$ cat config.mk
export PLATFORM = sky130hd
export DESIGN_NAME = regfile_scoreboard
export DESIGN_NICKNAME = d
export VERILOG_FILES = /design/src/rtl/regfile_scoreboard.sv
export SDC_FILE = /design/constraint.sdc
export NUM_CORES = 2
export LEC_CHECK = 0
export CORE_UTILIZATION = 34
export CTS_BUF_LIST = sky130_fd_sc_hd__clkbuf_8
export DETAILED_ROUTE_END_ITERATION = 10
export GPL_ROUTABILITY_DRIVEN = 0
export PLACE_DENSITY = 0.52
export SLEW_MARGIN = 20
export SYNTH_ARGS = -nofsm -noshare
export SYNTH_HDL_FRONTEND = slang
export SYNTH_SLANG_ARGS = --single-unit
$ cat constraint.sdc
create_clock -name clk_i -period 9 [get_ports clk_i]
set_input_delay 2.25 -clock clk_i [delete_from_list [all_inputs] [get_ports clk_i]]
set_output_delay 2.25 -clock clk_i [all_outputs]
set_load 0.02 [all_outputs]
$ cat src/rtl/regfile_scoreboard.sv
`default_nettype none
// ============================================================================
// Module      : regfile_scoreboard
// Description : Architectural integer register file (x0..x31) with two
//               registered read ports and per-register pending counters.
//               Decode issue increments a destination's counter, writeback
//               decrements it, and decode uses the counters to detect RAW
//               hazards and to stall an issue when a counter is full.
// Revision    : 1.0 - initial release
// ============================================================================
module regfile_scoreboard #(
    parameter int XLEN   = 32,
    parameter int PEND_W = 2
) (
    input  logic            clk_i,
    input  logic            rst_ni,
    input  logic [4:0]      decode_rs1,
    input  logic [4:0]      decode_rs2,
    output logic [XLEN-1:0] decode_rs1_data,
    output logic [XLEN-1:0] decode_rs2_data,
    output logic            decode_rs1_busy,
    output logic            decode_rs2_busy,
    input  logic            decode_issue_v,
    input  logic [4:0]      decode_issue_rd,
    input  logic            decode_issue_rd_w_v,
    output logic            issue_stall_o,
    input  logic            flush_i,
    input  logic [4:0]      writeback_rd,
    input  logic [XLEN-1:0] writeback_rd_data,
    input  logic            writeback_rd_w_v
);

    localparam logic [PEND_W-1:0] c_cnt_max  = {PEND_W{1'b1}};
    localparam logic [PEND_W-1:0] c_cnt_one  = PEND_W'(1);
    localparam logic [PEND_W-1:0] c_cnt_zero = '0;

    logic [XLEN-1:0]   r_regs [32];
    logic [PEND_W-1:0] r_cnt  [32];

    logic w_wb_en;        // writeback targets a real register
    logic w_dec;          // writeback retires one pending writer
    logic w_issue_req;    // decode wants to allocate a pending writer
    logic w_inc;          // allocation actually happens this cycle
    logic w_dec_issue_rd; // the decrement hits the issuing destination
    logic w_rs1_wb;
    logic w_rs2_wb;

    // Write-enable and counter-step qualifiers shared by the state and outputs
    assign w_wb_en        = writeback_rd_w_v && (writeback_rd != 5'd0);
    assign w_dec          = w_wb_en && (r_cnt[writeback_rd] != c_cnt_zero);
    assign w_issue_req    = decode_issue_v && decode_issue_rd_w_v && (decode_issue_rd != 5'd0);
    assign w_dec_issue_rd = w_dec && (writeback_rd == decode_issue_rd);

    // A full counter blocks the issue unless a writer to the same rd retires now
    assign issue_stall_o  = w_issue_req && (r_cnt[decode_issue_rd] == c_cnt_max) && !w_dec_issue_rd;
    assign w_inc          = w_issue_req && !issue_stall_o;

    // The last outstanding writer retiring this cycle is covered by the read bypass
    assign w_rs1_wb        = w_wb_en && (writeback_rd == decode_rs1);
    assign w_rs2_wb        = w_wb_en && (writeback_rd == decode_rs2);
    assign decode_rs1_busy = (decode_rs1 != 5'd0) && (r_cnt[decode_rs1] != c_cnt_zero)
                             && !((r_cnt[decode_rs1] == c_cnt_one) && w_rs1_wb);
    assign decode_rs2_busy = (decode_rs2 != 5'd0) && (r_cnt[decode_rs2] != c_cnt_zero)
                             && !((r_cnt[decode_rs2] == c_cnt_one) && w_rs2_wb);

    // Register array write and pending-counter update (flush wins over issue)
    always_ff @(posedge clk_i or negedge rst_ni) begin
        if (!rst_ni) begin
            for (int i = 0; i < 32; i++) begin
                r_regs[i] <= '0;
                r_cnt[i]  <= '0;
            end
        end else begin
            if (w_wb_en) begin
                r_regs[writeback_rd] <= writeback_rd_data;
            end
            if (flush_i) begin
                for (int i = 0; i < 32; i++) begin
                    r_cnt[i] <= '0;
                end
            end else begin
                // Increment and decrement of the same register cancel out
                if (w_inc && !w_dec_issue_rd) begin
                    r_cnt[decode_issue_rd] <= r_cnt[decode_issue_rd] + c_cnt_one;
                end
                if (w_dec && !(w_inc && (writeback_rd == decode_issue_rd))) begin
                    r_cnt[writeback_rd] <= r_cnt[writeback_rd] - c_cnt_one;
                end
            end
        end
    end

    // Registered read ports with same-cycle writeback bypass
    always_ff @(posedge clk_i or negedge rst_ni) begin
        if (!rst_ni) begin
            decode_rs1_data <= '0;
            decode_rs2_data <= '0;
        end else begin
            decode_rs1_data <= w_rs1_wb ? writeback_rd_data : r_regs[decode_rs1];
            decode_rs2_data <= w_rs2_wb ? writeback_rd_data : r_regs[decode_rs2];
        end
    end

endmodule
`default_nettype wire

==> flow_summary.toml <==
[global_route]
grt_overflow = 0
grt_max_degree = 160
grt_pass1_vias = 40088
grt_pass1_wl_mm = 294.5
antenna_found_initial = 10
grt.total_usage = 0.2187

[outcome]
outcome = "finished clean"

[drt]
firstDrtPassIters = 5
vias_per_cell = 5.838
drc = 0
dr.first_iter.drc_count = 2948
num_vias = 38048
wl_per_cell_um = 30.76
wl_mm = 200.4
antenna_left = 0

[setup_path]
cp_max_fo = 13
critPathKind = "in2out"
slowest_delay_ns = 0.94
cp_cell_sequence = "clkdlybuf4s50_1 > buf_4 > mux4_2 > a221oi_4 > o21a_1 > ha_1 > nand2b_1 > nor4b_4 > nand2_1 > buf_4 > and3_1 > clkdlybuf4s50_1"
arrival_ns = 6.14
required_ns = 6.75
cp_slowest_cell = "clkdlybuf4s50_1"
r2r-end = "r_cnt[55]"
r2r_start = "r_cnt[11]"
ff2ff_path_depth = 11
worst-r2r-setup-slack_ns = 4.91
end_kind = "primary output"
cp-start-kind = "input port"

[pwr]
combPwrFrac = 0.205
p_leak_nw = 29.45
p_switching_mw = 4.249
p_sw_frac = 0.2814
power_density_mw_per_mm2 = 215.9
seqPwrFrac = 0.449
p_clk_frac = 0.345
p_int_mw = 10.85
irDropWorstVdd_mv = 0.1233

[clock_tree]
ctsHoldBuffers = 0
postCtsSetupBuffers = 0
cts_tree = "done"
clk_pin_slew_ns = 0.06
cts_repair_resize_count = 0
worstSkewPairLatency_ns = 0.95
numCtsBuffers = 208
clk_path_buf_depth = 3
htreeDepth = 4
clock-sinks = 1152
root_buffer = "clkbuf_8"

[timing]
finalClockSkew_ns = 0.05144
setup_tns_ns = 0
grt_setup_unrepaired = "no"
slew_violations = 0
post-route-min-period_ns = 8.391
tightest_slew_ns = 1.107
final_hold_viol_count = 0
period_share = 0.9324
fmax_mhz = 119.2
finalSetupViolCount = 0
setup_ws_ns = 0.6087
holdWs_ns = 0.3912
slew_headroom = 0.2601

[floorplan]
die-height_um = 430.2
die_w_um = 430.2
ios = 125
num_rows = 156
initial_utilization = 0.3437
core_area_mm2 = 0.1813
dieArea_mm2 = 0.1850

[synthesis]
yosysWarnings = 0
synth_area_mm2 = 0.06233
ys_ff_latch = 1152
syn-num-nets = 4049
synthesis.instances = 3989
synthTopCellsByArea = "dfrtp_1, mux4_2, mux2_2"
ys_seq_area_frac = 0.4625
syn_area_per_cell_um2 = 15.63
ys.flop_type = "dfrtp_1"
synth_top_area_cell = "dfrtp_1"
netlist.area_leader.share = 0.4625
synth_edf_count = 0
ys_async_sr_fraction = 1.000
ys_types = 73

[cells_and_area]
utilization = 0.3857
fin_nets = 4032
stdcell_area_mm2 = 0.06993
area_delta_synth_final_pct = 12.20
most-common-layout-cells = "dfrtp_1, mux2_2, mux4_2"
layout-drive-gt1-share = 0.5325
final_common_cell = "dfrtp_1"

[min_path]
hold-path-endpoint = "r_regs[1001]"
hp-class = "reg2reg"
hold_depth = 0
hp-start = "r_regs[1001]"

[placement]
dp_hpwl_mm = 111.2
port_buffers = 124
place_area_mm2 = 0.06561
pre_cts_ws_ns = 0.6441

[job]
cap_viol_max_count = 0
power by group through the flow:
stage,registers (mW),clock network [mW],logic (mW)
6_report,6.78,5.21,3.10
5_1_grt,6.92,5.61,3.32
4_1_cts,6.77,5.38,3.15
3_5_place_dp,6.86,0,3.14
3_3_place_gp,6.82,0,3.10
2_1_floorplan,6.74,0,2.22
sequential cells by signal (all words and copies together) (netlist names):
signal / count
r_regs: 1024
decode_rs1_data: 32
r_cnt: 64
decode_rs2_data: 32
layer usage:
metal  wire length (um)  up-vias  track usage
met4               6018        2      0.06756
met1              86300    20978       0.2959
met5                 17        -            0
li1                   -    15527            -
met3              10160      376      0.03932
met2              97940     1165       0.3570
stage by stage:
stage / power (mW) / instances
after floorplan: 8.958 / 3989
after global placement: 9.919 / 6131
after detailed placement: 10.00 / 6132
after CTS: 15.30 / 6513
after global routing: 15.85 / 6516
final: 15.10 / 6517
cells in the mapped netlist (3+ instances only):
cell type and n:
buf_1 33, nor4_2 4, nand3_1 35, a21boi_0 5, a221oi_1 8, a22o_1 3, a211oi_1 21, buf_4 25
xor2_1 8, mux2_1 4, o31ai_1 8, nand2b_1 8, nand3b_1 6, or3_1 6, and2_1 6, a21oi_1 39
nor3_1 16, mux2_2 999, and3_1 12, o21ai_0 73, a31oi_1 3, mux2i_1 123, dfrtp_1 1152, nand2_1 150
a21o_1 3, o41ai_1 3, xnor2_1 7, mux4_2 700, o21a_1 4, clkbuf_1 244, inv_1 8, a32o_1 6
a311oi_1 3, nor2b_1 13, nor2_2 8, buf_2 148, buf_6 5, a221oi_2 3, nor2_1 40
final cells by class:
| class | instances | area (um^2) |
|---|---|---|
| diodes | 4 | 10.01 |
| clock buffers | 271 | 3730 |
| clock inverters | 110 | 680.7 |
| fillers | 16772 | 111400 |
| inverters | 9 | 38.79 |
| multi-input cells | 2373 | 31670 |
| flip-flops and latches | 1152 | 28830 |
| well taps | 2370 | 2965 |
| repair buffers | 228 | 2016 |
critical path, delay by kind of cell:
| family | cells | cell delay, ns |
|---|---|---|
| multiplexers | 1 | 0.33 |
| AND/OR/NAND/NOR | 4 | 0.55 |
| buffers and inverters | 4 | 2.01 |
| adder cells (fa/ha/maj) | 1 | 0.24 |
| AO/OA/AOI/OAI | 2 | 0.75 |
cells by family (layout without fill, tap and decap cells):
group / after synthesis / after routing / synth area share
AOI/OAI and AO/OA: 207 / 207 / 0.02242
other: 0 / 4 / 0
and+or+nand+nor: 323 / 323 / 0.02567
muxes: 1826 / 1826 / 0.4539
xor gates and xnor gates: 15 / 15 / 0.002108
DFF: 1152 / 1152 / 0.4625
buffers and inverters: 464 / 618 / 0.03302
adders and majority gates: 2 / 2 / 0.0004014
how the worst max path moves through the flow:
stage                     from       endpoint  slack (ns)  cells after the start
6_report       writeback_rd[1]  issue_stall_o        0.61                     12
5_1_grt        writeback_rd[1]  issue_stall_o        0.45                     12
4_1_cts        writeback_rd[1]  issue_stall_o        0.63                     12
3_5_place_dp   writeback_rd[1]  issue_stall_o        0.64                     12
3_3_place_gp   writeback_rd[1]  issue_stall_o        0.72                     12
2_1_floorplan  writeback_rd[0]  issue_stall_o        2.07                     12
(Power assumes the default switching activity.)
